File: src/rtl/s_spi_msg_responder.sv
// SPI mode-0 slave: oversampled in I_CLK, stores received bytes in a 64-entry display buffer.
// Optional SPI_SLV_ECHO_EN: MISO echoes the previously received byte instead of "SLAVE".
module s_spi_msg_responder #(
  parameter int DATA_WIDTH  = 8,
  parameter int MSG_DEPTH   = 64,
  parameter int SYNC_STAGES = 2
) (
  input  logic                         I_CLK,
  input  logic                         I_RESETN,
  input  logic                         SCLK_SLAVE,
  input  logic                         SS_N_SLAVE,
  input  logic                         MOSI_SLAVE,
  output logic                         MISO_SLAVE,
  input  logic [$clog2(MSG_DEPTH)-1:0] rd_addr,
  output logic [DATA_WIDTH-1:0]        rd_data,
  output logic [DATA_WIDTH-1:0]        rx_byte,
  output logic                         rx_valid,
  output logic [$clog2(MSG_DEPTH)-1:0] wr_index,
  output logic                         busy
);

  localparam int IDX_W = $clog2(MSG_DEPTH);
  localparam int CNT_W = $clog2(DATA_WIDTH + 1);

  typedef enum logic {IDLE, ACTIVE} state_e;

  logic [SYNC_STAGES-1:0] sclk_sync_q, sclk_sync_d;
  logic [SYNC_STAGES-1:0] ss_sync_q, ss_sync_d;
  logic [SYNC_STAGES-1:0] mosi_sync_q, mosi_sync_d;
  logic                   sclk_prev_q, ss_prev_q;
  logic                   sclk_s, ss_s, mosi_s;
  logic                   sclk_rise, sclk_fall, ss_fall, ss_rise;

  state_e                 state_q, state_d;
  logic [CNT_W-1:0]       bit_cnt_q, bit_cnt_d;
  logic [DATA_WIDTH-1:0]  rx_shift_q, rx_shift_d;
  logic [DATA_WIDTH-1:0]  tx_shift_q, tx_shift_d;
  logic                   miso_q, miso_d;
  logic [DATA_WIDTH-1:0]  rx_byte_q, rx_byte_d;
  logic                   rx_valid_q, rx_valid_d;
  logic [IDX_W-1:0]       wr_index_q, wr_index_d;
  logic [DATA_WIDTH-1:0]  rx_buf_q [MSG_DEPTH];
  logic [DATA_WIDTH-1:0]  rx_buf_d [MSG_DEPTH];
  logic [DATA_WIDTH-1:0]  rx_next;
  logic [DATA_WIDTH-1:0]  load_byte;

`ifndef SPI_SLV_ECHO_EN
  logic [IDX_W-1:0]       tx_index_q, tx_index_d;

  function automatic logic [DATA_WIDTH-1:0] tx_rom(input logic [IDX_W-1:0] idx);
    case (idx)
      IDX_W'(0): tx_rom = DATA_WIDTH'(8'h53);
      IDX_W'(1): tx_rom = DATA_WIDTH'(8'h4C);
      IDX_W'(2): tx_rom = DATA_WIDTH'(8'h41);
      IDX_W'(3): tx_rom = DATA_WIDTH'(8'h56);
      IDX_W'(4): tx_rom = DATA_WIDTH'(8'h45);
      default:   tx_rom = '0;
    endcase
  endfunction

  assign load_byte = tx_rom(tx_index_q);
`else
  assign load_byte = rx_byte_q;
`endif

  always_comb begin
    sclk_sync_d = {sclk_sync_q[SYNC_STAGES-2:0], SCLK_SLAVE};
    ss_sync_d   = {ss_sync_q[SYNC_STAGES-2:0], SS_N_SLAVE};
    mosi_sync_d = {mosi_sync_q[SYNC_STAGES-2:0], MOSI_SLAVE};
  end

  assign sclk_s    = sclk_sync_q[SYNC_STAGES-1];
  assign ss_s      = ss_sync_q[SYNC_STAGES-1];
  assign mosi_s    = mosi_sync_q[SYNC_STAGES-1];
  assign sclk_rise = sclk_s & ~sclk_prev_q;
  assign sclk_fall = ~sclk_s & sclk_prev_q;
  assign ss_fall   = ~ss_s & ss_prev_q;
  assign ss_rise   = ss_s & ~ss_prev_q;

  always_comb begin
    state_d    = state_q;
    bit_cnt_d  = bit_cnt_q;
    rx_shift_d = rx_shift_q;
    tx_shift_d = tx_shift_q;
    miso_d     = miso_q;
    rx_byte_d  = rx_byte_q;
    rx_valid_d = 1'b0;
    wr_index_d = wr_index_q;
    rx_buf_d   = rx_buf_q;
    rx_next    = '0;
`ifndef SPI_SLV_ECHO_EN
    tx_index_d = tx_index_q;
`endif
    case (state_q)
      IDLE: begin
        miso_d = 1'b0;
        if (ss_fall) begin
          tx_shift_d = load_byte;
          miso_d     = load_byte[DATA_WIDTH-1];
          bit_cnt_d  = '0;
          state_d    = ACTIVE;
        end
      end
      ACTIVE: begin
        if (sclk_rise) begin
          rx_next    = {rx_shift_q[DATA_WIDTH-2:0], mosi_s};
          rx_shift_d = rx_next;
          bit_cnt_d  = bit_cnt_q + 1'b1;
          if (bit_cnt_q == CNT_W'(DATA_WIDTH - 1)) begin
            bit_cnt_d  = '0;
            rx_byte_d  = rx_next;
            rx_valid_d = 1'b1;
            // Writing slot 0 starts a fresh displayed message.
            if (wr_index_q == '0) begin
              for (int unsigned i = 1; i < MSG_DEPTH; i++) rx_buf_d[IDX_W'(i)] = '0;
            end
            rx_buf_d[wr_index_q] = rx_next;
            wr_index_d = wr_index_q + 1'b1;
`ifdef SPI_SLV_ECHO_EN
            tx_shift_d = rx_next;
`else
            tx_index_d = tx_index_q + 1'b1;
            tx_shift_d = tx_rom(tx_index_d);
`endif
          end
        end else if (sclk_fall) begin
          if (bit_cnt_q != '0) begin
            tx_shift_d = {tx_shift_q[DATA_WIDTH-2:0], 1'b0};
            miso_d     = tx_shift_q[DATA_WIDTH-2];
          end else begin
            miso_d = tx_shift_q[DATA_WIDTH-1];
          end
        end
        // A same-cycle byte completion above is kept; only a partial byte is dropped.
        if (ss_rise) begin
          state_d   = IDLE;
          bit_cnt_d = '0;
          miso_d    = 1'b0;
        end
      end
    endcase
  end

  always_ff @(posedge I_CLK or negedge I_RESETN) begin
    if (!I_RESETN) begin
      sclk_sync_q <= '0;
      ss_sync_q   <= '1;
      mosi_sync_q <= '0;
      sclk_prev_q <= 1'b0;
      ss_prev_q   <= 1'b1;
      state_q     <= IDLE;
      bit_cnt_q   <= '0;
      rx_shift_q  <= '0;
      tx_shift_q  <= '0;
      miso_q      <= 1'b0;
      rx_byte_q   <= '0;
      rx_valid_q  <= 1'b0;
      wr_index_q  <= '0;
`ifndef SPI_SLV_ECHO_EN
      tx_index_q  <= '0;
`endif
      for (int unsigned i = 0; i < MSG_DEPTH; i++) rx_buf_q[IDX_W'(i)] <= '0;
    end else begin
      sclk_sync_q <= sclk_sync_d;
      ss_sync_q   <= ss_sync_d;
      mosi_sync_q <= mosi_sync_d;
      sclk_prev_q <= sclk_s;
      ss_prev_q   <= ss_s;
      state_q     <= state_d;
      bit_cnt_q   <= bit_cnt_d;
      rx_shift_q  <= rx_shift_d;
      tx_shift_q  <= tx_shift_d;
      miso_q      <= miso_d;
      rx_byte_q   <= rx_byte_d;
      rx_valid_q  <= rx_valid_d;
      wr_index_q  <= wr_index_d;
`ifndef SPI_SLV_ECHO_EN
      tx_index_q  <= tx_index_d;
`endif
      for (int unsigned i = 0; i < MSG_DEPTH; i++) rx_buf_q[IDX_W'(i)] <= rx_buf_d[IDX_W'(i)];
    end
  end

  assign MISO_SLAVE = miso_q;
  assign rx_byte    = rx_byte_q;
  assign rx_valid   = rx_valid_q;
  assign wr_index   = wr_index_q;
  assign busy       = (state_q == ACTIVE);
  assign rd_data    = rx_buf_q[rd_addr];

endmodule

File: config.mk
export PLATFORM = sky130hd
export DESIGN_NAME = s_spi_msg_responder
export DESIGN_NICKNAME = d
export VERILOG_FILES = /design/src/rtl/s_spi_msg_responder.sv
export SDC_FILE = /design/constraint.sdc
export NUM_CORES = 1
export LEC_CHECK = 0
export BUFFER_PORTS_ARGS = -buffer_cell sky130_fd_sc_hd__buf_2
export CAP_MARGIN = 20
export CORE_ASPECT_RATIO = 1.25
export CORE_UTILIZATION = 30
export DETAILED_ROUTE_END_ITERATION = 7
export MAX_ROUTING_LAYER = met4
export PLACE_DENSITY = 0.54
export SLEW_MARGIN = 40
export SYNTH_ARGS = -nofsm -noshare
export SYNTH_HDL_FRONTEND = slang
export SYNTH_SLANG_ARGS = --single-unit
File: constraint.sdc
create_clock -name I_CLK -period 5.7 [get_ports I_CLK]
set_input_delay 0 -clock I_CLK [delete_from_list [all_inputs] [get_ports I_CLK]]
set_output_delay 0 -clock I_CLK [all_outputs]
set_load 0.01 [all_outputs]
Word-level counts from Yosys, hierarchy flattened. Index checks and enable logic that the tools add are counted.

$add $sub $neg: 3. $lt $le $gt $ge: 3. Equal/unequal tests: 16. Muxes and demuxes: 35. Bitwise gates (word level): 11. Reduce and logical (&&, ||, !) cells: 10.

Operators by type and width (number): $mux 504 (4); $bwmux 512 (1); $pmux 7 s5 (2); $mux 8 (8); $bmux 8 s6 (1); $demux 8 s6 (1); $eq 6x2->1 const B (4); $logic_not 6->1 (3); $mux 4 (4); $pmux 8 s2 (1); $ge 7x7->1 const B (2); $not 6->7 (2); $add 6x1->6 const B (2); $eq 6x1->1 const B (2); $eq 6x3->1 const B (2); $ne 3x3->1 const B (4); $mux 1 (10); $pmux 4 s2 (1); $lt 7x1->1 const B (1); $ne 3x2->1 const B (2); $reduce_and 2->1 (3); $not 1->1 (5); $add 4x1->4 const B (1); $and 1x1->1 (4); 7 further kinds (8).

Bits in registers: 562. Bits of input ports: 11. Output and inout bits: 25. Word-level logic and storage cells: 156.

Logic depth before layout (Yosys ltp).
Depth after elaboration: 6. Mapped depth: 10. Mapped depth without buffers: 7.

Worst setup path before layout. Ideal clock, no wire load.

Path kind: register -> register. Start point: reg bit_cnt_q[0]. End point: reg rx_buf_q[504] in the netlist's numbering. Setup time: 125 ps. Data arrival time: 1823 ps. Data required time: 5575 ps. Slack: 3752 ps. Cell stages (with the launch flop): 9. Buffers on the path: 3. Clock period less this slack: 1948 ps. Cell sequence: dfrtp_1 > ha_1 > and3b_1 > buf_4 > nand4b_1 > buf_4 > or2_1 > buf_6 > mux2_4.

Cells in the longest elaborated chain, start to end: 2.

RTL lines: start, declared (RTL line 35) `logic [CNT_W-1:0] bit_cnt_q, bit_cnt_d;`; start signal, assigned (RTL line 170) `bit_cnt_q <= bit_cnt_d;`; $eq 4x3->1 (RTL line 109) `if (bit_cnt_q == CNT_W'(DATA_WIDTH - 1)) begin`; $reduce_and 3->1 (no source line); end, declared (RTL line 42) `logic [DATA_WIDTH-1:0] rx_buf_q [MSG_DEPTH];`.

Every way passes these cells. A chain may end at the register's enable or synchronous reset.

Final worst setup path.
Start point: reg state_q (netlist: busy). End point: reg rx_buf_q[102] in the netlist's numbering.

Cells in the longest elaborated chain, start to end: 1.

RTL lines: start, declared (RTL line 34) `state_e state_q, state_d;`; start signal, assigned (RTL line 169) `state_q <= state_d;`; $reduce_and 3->1 (no source line).

Every way passes these cells.

==> results.py <==
metrics = {
    "pwr": {
        "leakage_nw": 12.9,
        "ir_drop_uv": 256,
        "power_frac_seq": 0.453,
        "p_sw_mw": 2.39,
        "power_density_nw_per_um2": 308,
        "power_frac_comb": 0.081,
        "swShare": 0.260,
        "p_int_mw": 6.78,
        "clkPwrFrac": 0.466,
    },
    "logic_synthesis": {
        "synth_seq_area_share": 0.532,
        "ys_top_cells_by_area": "dfrtp_1 (53%), mux4_2 (11%), a22o_1 (8.2%)",
        "yosysTopAreaCell": "dfrtp_1",
        "yosys_warnings": 0,
        "yosysUniqueCellTypes": 65,
        "avgSynthCellArea_um2": 11.5,
        "synth_top_flop_cell": "dfrtp_1",
        "syn_nets": 2323,
        "netlist_area_um2": 26500,
        "synth_edf_count": 0,
        "postSynthCellCount": 2303,
        "ys_ff_latch": 562,
        "synth_top_area_frac": 0.529,
        "async_flop_share": 1.00,
    },
    "global_route": {
        "grt_pass1_vias": 18800,
        "met3_usage": 0.0266,
        "gr-usage-all-layers": 0.173,
        "grt_pass1_wl_um": 117000,
        "gr-usage-met1": 0.226,
        "antenna_found_initial": 2,
        "grtUsageMet2": 0.277,
        "grt_overflow": 0,
        "top_usage_layer": "met2",
        "grt_start_max_net_pins": 166,
    },
    "setup_path": {
        "critPathTopFamily": "simple AND/OR/NAND/NOR gates",
        "cp_slowest_cell": "and3b_1",
        "path_class": "register to register",
        "setup.worst_path.start_class": "register",
        "cp-end-kind": "register",
        "crit_chain": "and3b_1 > nand4b_1 > nand2b_4 > buf_12 > nand2_1 > o21ai_0",
        "slowest_delay_ns": 0.68,
        "crit_buf_inv": 1,
        "critPathRequiredTime_ns": 6.18,
        "cp_max_fo": 165,
        "critPathArrivalTime_ns": 3.91,
    },
    "cells_and_area": {
        "layout-drive-gt1-share": 0.184,
        "multi_input_area_um2": 11400,
        "nNetsFinal": 2277,
        "antennaDiodeCount": 0,
        "stdcell_area_um2": 29800,
        "n_fill_cell": 8581,
        "regArea_um2": 14100,
        "final_cell_mix": "nand2_1 (565), dfrtp_1 (550), o21ai_0 (257)",
        "area_growth_pct": 12.7,
        "layout_commonest_cell": "nand2_1",
        "finalNonFillerCells": 3476,
    },
    "floorplanning": {
        "die_area_um2": 89400,
        "placementRows": 121,
        "die_h_um": 334,
        "ios": 36,
        "coreArea_um2": 87200,
        "die_w_um": 268,
        "initial_core_util": 0.303,
    },
    "clock_network": {
        "clock_path_buffers": 3,
        "clkTransAtPathRegs_ns": 0.06,
        "cts-htree-levels": 2,
        "cts_sinks": 562,
        "numCtsBuffers": 60,
        "cts_resized": 0,
        "clock-root-buffer": "clkbuf_16",
        "tritoncts": "yes",
        "worstSkewPairLatency_ns": 0.64,
    },
    "sta": {
        "drv_slew": 0,
        "hold_viol_final": 0,
        "slew_headroom": 0.436,
        "worstMarginPinSlew_ns": 0.847,
        "final.min_clock_period_ns": 3.43,
        "rsz0062_at_grt": "false",
        "skew_ns": 0.0275,
        "tns_ns": 0,
        "setup_viol": 0,
        "fmax_ghz": 0.292,
        "period_share": 0.602,
    },
    "placed_design": {
        "dpl-instance-area_um2": 27500,
        "dp_hpwl_um": 46600,
        "placed_cells": 3355,
        "portBuffers": 35,
        "place_congestion": 0.842,
    },
    "route": {
        "drt_iter0_drc": 1380,
        "drt_pass1_iterations": 5,
        "drt_wl_total_um": 74200,
        "wl_per_cell_um": 21.3,
        "via_count": 18400,
        "drc": 0,
        "via_per_inst": 5.30,
        "ant_nets": 0,
    },
    "status": {
        "status": "finished, final reports clean",
    },
    "min_path": {
        "hold_path_class": "primary input to register",
    },
    "flow_run": {
        "maxCapViolCount": 0,
    },
}
[sequential cells by signal, summed over array words and instances, names as in the netlist]
name / flops
bit_cnt_q: 4
tx_shift_q: 8
rx_buf_q: 512
rx_valid: 1
wr_index: 6
sclk_sync_q: 2
tx_index_q: 6
ss_prev_q: 1
MISO_SLAVE: 1
sclk_prev_q: 1
rx_byte: 8
rx_shift_q: 7
mosi_sync_q: 2
ss_sync_q: 2
busy: 1
[final timing paths]
kind | startpoint | end | slack, ns | cells past startpoint
worst max-delay path | busy$_DFF_PN0_ | rx_buf_q[102]$_DFFE_PN0P_ | 2.27 | 6
worst min-delay path | MOSI_SLAVE | mosi_sync_q[0]$_DFF_PN0_ | 0.03 | 2
worst max register to register | busy$_DFF_PN0_ | rx_buf_q[102]$_DFFE_PN0P_ | 2.27 | 6
worst min register to register | mosi_sync_q[0]$_DFF_PN0_ | mosi_sync_q[1]$_DFF_PN0_ | 0.35 | 0
max in group asynchronous | I_RESETN | rx_buf_q[268]$_DFFE_PN0P_ | 4.09 | 5
min in group asynchronous | I_RESETN | ss_sync_q[0]$_DFF_PN1_ | 0.52 | 3
[power by group through the flow]
stage | combinational, mW | clock (mW) | sequential (mW)
after detailed placement | 0.739 | 0 | 4.22
final | 0.742 | 4.27 | 4.15
after CTS | 0.746 | 4.38 | 4.15
after global placement | 0.711 | 0 | 4.22
after global routing | 0.800 | 4.52 | 4.16
after floorplan | 0.474 | 0 | 4.13
[timing repair]
action	in CTS	in global routing
endpoints found under the hold margin	409	0
buffers inserted	0	0
hold buffers	8	0
[logic make-up after synthesis]
logic type               share of synthesized area
AO/OA/AOI/OAI                                0.153
XOR/XNOR                                   0.00397
adder cells (fa/ha/maj)                    0.00426
buffers and inverters                       0.0421
flip-flops                                   0.532
multiplexers                                 0.137
AND/OR/NAND/NOR                              0.128
[area by class of cell]
| cell class | count | area share |
|---|---|---|
| sequential | 562 | 0.472 |
| multi-input combinational | 1547 | 0.382 |
| clock buffer | 80 | 0.0576 |
| tap | 1168 | 0.0490 |
| timing repair buffer | 77 | 0.0220 |
| clock inverter | 33 | 0.0158 |
| inverter | 9 | 0.00113 |
[routing by layer]
metal | up-vias | share of wire
met5 | - | 0
met2 | 577 | 0.49
met1 | 9503 | 0.43
met3 | 115 | 0.056
li1 | 8215 | -
met4 | 0 | 0.029
[worst register-to-register path, stage by stage (launching register included)]
cell	delay, ns
dfrtp_1	0.49
and3b_1	0.68
nand4b_1	0.63
nand2b_4	0.63
buf_12	0.49
nand2_1	0.26
o21ai_0	0.09
[synth_stat cells (3+ instances only)]
cell	n
buf_1	4
buf_6	26
mux4_2	130
a22oi_1	6
nand2_1	565
nor3_2	16
a21oi_1	18
o22ai_1	8
inv_2	4
o31ai_1	3
clkbuf_1	52
inv_1	5
buf_4	23
a22o_1	249
nor3_4	16
dfstp_2	3
ha_1	9
nor2b_1	7
or3_1	5
and3_1	4
nor3_1	3
o211ai_1	4
nand3_1	8
a221oi_1	6
nand3b_1	3
o21ai_0	257
nor2_2	41
o21ai_1	25
nand2b_1	6
mux2i_1	46
xnor2_1	11
o221ai_1	5
nand4_1	4
mux2_4	8
and2_1	3
buf_2	79
nor2_1	40
dfrtp_1	559
mux2_2	10
[metrics by stage]
stage	total power [mW]	hold slack [ns]	util	worst slack, ns
CTS	9.27	0.00163	0.342	2.28
detailed placement	4.96	-0.0717	0.315	2.28
global route	9.47	0.0203	0.342	1.96
global placement	4.93	0.111	0.314	2.44
finish	9.17	0.0299	0.342	2.27
floorplan	4.61	-0.296	-	3.75
No activity file was read; power rests on OpenSTA's default activity.
